$ cat src/rtl/instr_pkg.sv
// Shared definitions for the instruction encoder: opcodes, request kinds,
// encoder FSM states and the legal immediate ranges of each format.
package instr_pkg;

   localparam logic [6:0] OP_ALI    = 7'b0010011;
   localparam logic [6:0] OP_MEM_WR = 7'b0100011;
   localparam logic [6:0] OP_MEM_RD = 7'b0000011;
   localparam logic [6:0] OP_BR     = 7'b1100011;
   localparam logic [6:0] OP_JALR   = 7'b1100111;
   localparam logic [6:0] OP_JAL    = 7'b1101111;
   localparam logic [6:0] OP_LUI    = 7'b0110111;
   localparam logic [6:0] OP_AUIPC  = 7'b0010111;

   typedef enum logic [2:0] {
      KIND_R   = 3'd0,
      KIND_I   = 3'd1,
      KIND_S   = 3'd2,
      KIND_B   = 3'd3,
      KIND_U   = 3'd4,
      KIND_J   = 3'd5,
      KIND_LI  = 3'd6,
      KIND_RSV = 3'd7
   } kind_e;

   typedef enum logic [1:0] {
      ST_IDLE      = 2'd0,
      ST_OUT       = 2'd1,
      ST_LI_SECOND = 2'd2
   } state_e;

   // Signed immediate limits (inclusive) per format.
   localparam int signed IMM12_MIN = -2048;
   localparam int signed IMM12_MAX = 2047;
   localparam int signed IMM13_MIN = -4096;
   localparam int signed IMM13_MAX = 4094;
   localparam int signed IMM21_MIN = -1048576;
   localparam int signed IMM21_MAX = 1048574;
   localparam logic [31:0] SHAMT_MAX = 32'd31;

   // Shift-immediates reuse the I format but carry funct7 and a 5-bit shamt.
   function automatic logic is_shift_imm(input logic [6:0] op, input logic [2:0] f3);
      return (op == OP_ALI) && ((f3 == 3'b001) || (f3 == 3'b101));
   endfunction

   // Opcodes whose immediate is decoded from the I-format field.
   function automatic logic is_i_imm_op(input logic [6:0] op);
      return (op == OP_ALI) || (op == OP_MEM_RD) || (op == OP_JALR);
   endfunction

   // Opcodes whose immediate is decoded from the U-format field.
   function automatic logic is_u_imm_op(input logic [6:0] op);
      return (op == OP_LUI) || (op == OP_AUIPC);
   endfunction

   // Opcodes using the S, B and J immediate layouts respectively.
   function automatic logic [2:0] sbj_class(input logic [6:0] op);
      return {op == OP_MEM_WR, op == OP_BR, op == OP_JAL};
   endfunction

endpackage

$ cat src/rtl/instr_pack.sv
// Combinational field packer: builds one RV32I word for a single-word kind
// and flags immediates that the chosen format cannot represent exactly.
module instr_pack
   import instr_pkg::*;
#(
   parameter int WIDTH = 32
) (
   input  logic [2:0]       i_kind,
   input  logic [6:0]       i_opcode,
   input  logic [2:0]       i_func3,
   input  logic [6:0]       i_func7,
   input  logic [4:0]       i_rd,
   input  logic [4:0]       i_rs1,
   input  logic [4:0]       i_rs2,
   input  logic [WIDTH-1:0] i_imm,
   output logic [WIDTH-1:0] o_instr,
   output logic             o_err
);

   logic signed [WIDTH-1:0] w_simm;

   assign w_simm = signed'(i_imm);

   // Field packing and range check selected by request kind.
   always_comb begin
      o_instr = '0;
      o_err   = 1'b0;
      case (kind_e'(i_kind))
         KIND_R: begin
            o_instr = {i_func7, i_rs2, i_rs1, i_func3, i_rd, i_opcode};
         end
         KIND_I: begin
            if (is_shift_imm(i_opcode, i_func3)) begin
               o_instr = {i_func7, i_imm[4:0], i_rs1, i_func3, i_rd, i_opcode};
               o_err   = (i_imm > SHAMT_MAX);
            end else begin
               o_instr = {i_imm[11:0], i_rs1, i_func3, i_rd, i_opcode};
               o_err   = (w_simm < IMM12_MIN) || (w_simm > IMM12_MAX);
            end
         end
         KIND_S: begin
            o_instr = {i_imm[11:5], i_rs2, i_rs1, i_func3, i_imm[4:0], i_opcode};
            o_err   = (w_simm < IMM12_MIN) || (w_simm > IMM12_MAX);
         end
         KIND_B: begin
            o_instr = {i_imm[12], i_imm[10:5], i_rs2, i_rs1, i_func3,
                       i_imm[4:1], i_imm[11], i_opcode};
            o_err   = (w_simm < IMM13_MIN) || (w_simm > IMM13_MAX) || i_imm[0];
         end
         KIND_U: begin
            o_instr = {i_imm[31:12], i_rd, i_opcode};
            o_err   = (i_imm[11:0] != 12'd0);
         end
         KIND_J: begin
            o_instr = {i_imm[20], i_imm[10:1], i_imm[11], i_imm[19:12], i_rd, i_opcode};
            o_err   = (w_simm < IMM21_MIN) || (w_simm > IMM21_MAX) || i_imm[0];
         end
         KIND_RSV: begin
            o_instr = '0;
            o_err   = 1'b1;
         end
         default: begin
            // LI is expanded by the encoder itself, never packed here.
            o_instr = '0;
            o_err   = 1'b0;
         end
      endcase
   end

endmodule

$ cat src/rtl/instr_encoder.sv
// Instruction encoder: accepts field/immediate requests over valid/ready,
// expands LI into LUI/ADDI when needed and streams words out through a
// single output register with latency 1.
module instr_encoder
   import instr_pkg::*;
#(
   parameter int WIDTH = 32
) (
   input  logic             clk,
   input  logic             rst,
   input  logic             in_valid,
   output logic             in_ready,
   input  logic [2:0]       in_kind,
   input  logic [6:0]       in_opcode,
   input  logic [2:0]       in_func3,
   input  logic [6:0]       in_func7,
   input  logic [4:0]       in_rd,
   input  logic [4:0]       in_rs1,
   input  logic [4:0]       in_rs2,
   input  logic [WIDTH-1:0] in_imm,
   output logic             out_valid,
   input  logic             out_ready,
   output logic [WIDTH-1:0] out_instr,
   output logic             out_last,
   output logic             out_err
);

   state_e           r_state;
   state_e           w_state_nxt;
   logic [WIDTH-1:0] r_instr;
   logic             r_last;
   logic             r_err;
   logic [WIDTH-1:0] r_addi;

   logic [WIDTH-1:0] w_pack_instr;
   logic             w_pack_err;
   logic             w_accept;
   logic             w_hs;
   logic             w_is_li;
   logic [19:0]      w_li_hi;
   logic [11:0]      w_li_lo;
   logic             w_li_two;
   logic [WIDTH-1:0] w_lui;
   logic [WIDTH-1:0] w_addi_x0;
   logic [WIDTH-1:0] w_addi_rd;
   logic [WIDTH-1:0] w_first_instr;
   logic             w_first_err;

   instr_pack #(.WIDTH(WIDTH)) u_pack (
      .i_kind   (in_kind),
      .i_opcode (in_opcode),
      .i_func3  (in_func3),
      .i_func7  (in_func7),
      .i_rd     (in_rd),
      .i_rs1    (in_rs1),
      .i_rs2    (in_rs2),
      .i_imm    (in_imm),
      .o_instr  (w_pack_instr),
      .o_err    (w_pack_err)
   );

   // hi rounds up when lo is negative so that LUI + sext(ADDI) rebuilds imm;
   // the 20-bit sum wraps naturally (0x7FFFF800 -> hi 0x80000).
   assign w_li_hi   = in_imm[31:12] + {19'd0, in_imm[11]};
   assign w_li_lo   = in_imm[11:0];
   assign w_is_li   = (in_kind == KIND_LI);
   assign w_li_two  = w_is_li && (w_li_hi != 20'd0) && (w_li_lo != 12'd0);
   assign w_lui     = {w_li_hi, in_rd, OP_LUI};
   assign w_addi_x0 = {w_li_lo, 5'd0, 3'b000, in_rd, OP_ALI};
   assign w_addi_rd = {w_li_lo, in_rd, 3'b000, in_rd, OP_ALI};

   assign w_first_instr = !w_is_li            ? w_pack_instr :
                          (w_li_hi == 20'd0)  ? w_addi_x0    : w_lui;
   assign w_first_err   = w_is_li ? 1'b0 : w_pack_err;

   assign out_valid = (r_state != ST_IDLE);
   assign in_ready  = (r_state != ST_LI_SECOND) && (!out_valid || out_ready);
   assign w_accept  = in_valid && in_ready;
   assign w_hs      = out_valid && out_ready;
   assign out_instr = r_instr;
   assign out_last  = r_last;
   assign out_err   = r_err;

   // State register.
   always_ff @(posedge clk or posedge rst) begin
      if (rst) begin
         r_state <= ST_IDLE;
      end else begin
         r_state <= w_state_nxt;
      end
   end

   // Next-state: new accepts take priority, LI_SECOND drains its staged ADDI.
   always_comb begin
      w_state_nxt = r_state;
      case (r_state)
         ST_IDLE, ST_OUT: begin
            if (w_accept) begin
               w_state_nxt = w_li_two ? ST_LI_SECOND : ST_OUT;
            end else if (w_hs) begin
               w_state_nxt = ST_IDLE;
            end
         end
         ST_LI_SECOND: begin
            if (w_hs) begin
               w_state_nxt = ST_OUT;
            end
         end
         default: w_state_nxt = ST_IDLE;
      endcase
   end

   // Output register and staged ADDI; held while the consumer stalls.
   always_ff @(posedge clk or posedge rst) begin
      if (rst) begin
         r_instr <= '0;
         r_last  <= 1'b0;
         r_err   <= 1'b0;
         r_addi  <= '0;
      end else if (w_accept) begin
         r_instr <= w_first_instr;
         r_last  <= !w_li_two;
         r_err   <= w_first_err;
         r_addi  <= w_addi_rd;
      end else if ((r_state == ST_LI_SECOND) && w_hs) begin
         r_instr <= r_addi;
         r_last  <= 1'b1;
         r_err   <= 1'b0;
      end
   end

endmodule

$ cat config.mk
export PLATFORM = sky130hd
export DESIGN_NAME = instr_encoder
export DESIGN_NICKNAME = d
export VERILOG_FILES = /design/src/rtl/instr_pkg.sv /design/src/rtl/instr_pack.sv /design/src/rtl/instr_encoder.sv
export SDC_FILE = /design/constraint.sdc
export NUM_CORES = 1
export LEC_CHECK = 0
export CORE_AREA = 2 2 92 94
export CTS_CLUSTER_SIZE = 28
export DETAILED_ROUTE_END_ITERATION = 8
export DIE_AREA = 0 0 94 96
export GPL_ROUTABILITY_DRIVEN = 0
export PLACE_DENSITY = 0.8
export SYNTH_ARGS = -nofsm -noshare
export SYNTH_HDL_FRONTEND = slang
export SYNTH_SLANG_ARGS = --single-unit
$ cat constraint.sdc
create_clock -name clk -period 2.4 [get_ports clk]
set_clock_uncertainty 0.1 [all_clocks]
set_input_delay 0.36 -clock clk [delete_from_list [all_inputs] [get_ports clk]]
set_output_delay 0.36 -clock clk [all_outputs]
set_load 0.03 [all_outputs]
==> key figures <==
Cells and area
  – Fillers: 526
  – Layout cells sized above 1: 27.40%
  – Ant diodes: 0
  – Net count, final: 791
  – Synth-to-Final Area Change: 62.53%
  – Multi-input logic area: 2512 sq um
  – FF+latch area: around 1400 sq um

Clocking
  – CTS sink cnt: 54
  – Num CTS Buffers: 5
  – CTS H-Tree Depth: 2
  – Reg clk slew, reported paths: around 0.10 ns
  – CTS tree: done
  – Number of buffers on the longest clock path: 2
  – Clk_lat worst skew: 0.31 ns
  – Clk root buf: clkbuf_8
  – Post-CTS Hold Fix Bufs: 0

Floorplan
  – Die H: 96 um
  – Die Area: between 9000 and 10000 sq um
  – Site row count: 33
  – Die X: 94 um
  – Ports: 107
  – Initial Utilization: 47.99%
  – Core Region: 8051 sq um

Synthesis
  – Post-synthesis cell count: 506
  – Top cells by count, synth: nand2_1, dfrtp_1, o21ai_0, nor2_1, a21oi_1
  – Synthesized Nets: 579
  – Share of synthesized registers carrying an async set or reset: 100.0%
  – Most used DFF post-synth: dfrtp_1
  – Sequential share of the synthesized area: about a third
  – Synth Warn #: 0
  – Avg Cell Area, Syn: 7.636 sq um
  – Area contributors post-synth: dfrtp_1, nand2_1, o21ai_0
  – Post-synth top area cell: dfrtp_1
  – Synth Register Bits: 54
  – Cell area after synthesis: about 3900 sq um
  – Yosys top cell area share: 34.97%
  – Post-synth EDFFs: 0
  – Synth cell types: 66
  – Top-count cell post-synth: nand2_1

STA
  – Fin. max-slew vios: 0
  – Worst Tran Pin Value: 0.5561 ns
  – Fmax: 388.8 MHz
  – Final setup violation count: 14
  – Post-route setup TNS: -1.575 ns
  – Slew HR: 61.97%
  – Fin crit period: 2.572 ns
  – Final clock period utilization by the worst path: 107.2%
  – Setup WS post-layout: -0.1720 ns
  – RSZ-0062 raised after global routing: true
  – Fin. Hold Viols: 0
  – Final Hold Slack: 0.2791 ns

Worst setup path
  – Reg2reg setup slack: about 0.090 ns
  – Worst r2r src: r_state[1]
  – R2r worst-path depth: 7
  – Largest fanout on the critical path: 10
  – Setup crit end kind: flip-flop
  – Worst setup SP type: input port
  – CP arrival: 2.73 ns
  – Worst path required time: roughly 2.6 ns
  – Setup CP Type: in -> reg
  – Reg2reg end: out_instr[15]

Power
  – Peak supply drop: 526.5 uV
  – Power Density: roughly 590 nW/um^2
  – Static Leakage: 2.745 nW

Run status
  – Status: finished, violations left
  – Violated checks: negative setup slack

Global routing
  – Vias in the first global route: 4834
  – First-pass GRT wire length: 23810 um
  – Pin count of the biggest net entering global routing: 34
  – Total GRT Usage: 33.75%
  – Initial antenna violation count: 0
  – Total grt overflow: 0

Detailed routing
  – DR iter-0 viols: 744
  – Vias: 5244
  – ANT nets after route: 0
  – DR WL/cell: 19.33 um
  – DRC violations left: 0
  – Drt pass-1 iters: 7
  – Final WL: ~16000 um
  – Via density: 6.364

Placed design
  – Dpl hpwl: 11290 um
  – Port Buf Inserts: around 110

Job
  – Max-Cap Viols: 0

Worst hold path
  – HP Class: in -> async
## state kept, by name, summed over array words and instances, names as in the netlist
| name | flops |
|---|---|
| out_err | 1 |
| out_instr | 32 |
| out_last | 1 |
| r_addi | 18 |
| r_state | 2 |
## cells by family after synthesis
group / after synthesis / synth area share, %
and+or+nand+nor: 236 / 28.92
AOI/OAI and AO/OA: 139 / 23.77
DFF: 54 / 34.97
buffers and inverters: 50 / 5.732
xor gates and xnor gates: 19 / 4.307
muxes: 6 / 1.652
adders and majority gates: 2 / 0.6476
## stage by stage
step / std cells / cell area [sq um] / total power (W) / util (%) / setup slack [ns]
floorplan: 506 / 3968 / 0.002187 / - / -0.001112
global placement: 794 / 5872 / 0.002968 / 72.93 / -0.7115
detailed placement: 794 / 5872 / 0.003014 / 72.93 / -0.8446
CTS: 815 / 6156 / 0.003664 / 76.46 / -0.03686
global route: 824 / 6280 / 0.003890 / 78.00 / -0.2269
finish: 824 / 6280 / 0.003720 / 78.00 / -0.1720
## layer usage
layer	wire length, um	vias up	global-route usage (%)
met3	1812	127	6.735
met5	0	-	0
met2	7202	461	56.49
li1	-	2257	-
met1	5828	2399	42.17
met4	1082	0	15.58
## power by group
group | internal, W | switching [W]
Combinational | 0.000773 | 0.000985
Sequential | 0.00115 | 0.000156
Clock | 0.000344 | 0.000309
Total | 0.00227 | 0.00145
## worst max-delay path, cell delays in order
cell and delay, ns:
dlygate4sd2_1 0.29, nand4_1 0.13, buf_4 0.21, nor3_4 0.22, mux2i_2 0.29, nand4_1 0.23, or4_4 0.65, a211oi_2 0.21
a211o_1 0.12
## layout by cell type (no fill, tap or decap), types with 3 or more instances in the layout
cell type | Yosys | routed
or4_4 | 1 | 3
dlymetal6s2s_1 | 0 | 3
nor3_1 | 13 | 11
nand3_2 | 1 | 3
nand2_1 | 111 | 111
nor2b_1 | 3 | 3
a221oi_1 | 12 | 12
a21oi_1 | 28 | 27
o21ai_0 | 48 | 45
and4_1 | 4 | 3
nor4_4 | 0 | 5
or3_1 | 5 | 5
buf_6 | 1 | 6
xor2_1 | 3 | 3
buf_12 | 0 | 3
or2_2 | 4 | 3
clkdlybuf4s50_1 | 0 | 86
clkdlybuf4s15_1 | 0 | 4
nor2_1 | 43 | 41
o211ai_1 | 7 | 7
a22o_1 | 3 | 3
nor4_1 | 10 | 4
dfrtp_1 | 54 | 54
nand3_1 | 15 | 12
and2_1 | 4 | 4
nand4_1 | 9 | 9
inv_1 | 11 | 10
xnor2_1 | 16 | 14
buf_4 | 4 | 128
dlygate4sd2_1 | 0 | 4
o31ai_1 | 3 | 3
a31oi_1 | 4 | 4
a221o_1 | 3 | 3
clkbuf_8 | 0 | 6
clkbuf_2 | 0 | 5
mux2_2 | 3 | 3
## what timing repair did
action	in CTS	in global routing
gates cloned	1	0
pin swaps	17	22
buffers inserted	12	9
endpoints found under the setup margin	18	18
resized for setup	47	32
hold endpoints to repair	0	0
## layout make-up
class	count	area share (%)
multi-input combinational	403	40.01
inverter	12	0.7173
clock buffer	6	1.315
clock inverter	2	0.6177
sequential	54	21.52
tap	105	2.092
timing repair buffer	242	33.73
## how the worst max path moves through the flow
stage | startpoint | endpoint | slack (ns) | cells past startpoint
after detailed placement | in_imm[11] | out_instr[27] | -0.84 | 12
after CTS | in_imm[12] | r_state[0] | -0.04 | 11
after floorplan | in_imm[11] | out_instr[5] | -0.001 | 11
after global placement | in_imm[11] | r_state[0] | -0.71 | 10
after global routing | in_imm[18] | out_instr[5] | -0.23 | 9
final | in_imm[18] | r_state[0] | -0.17 | 9
Note: power is estimated with default switching activity, not from simulation.
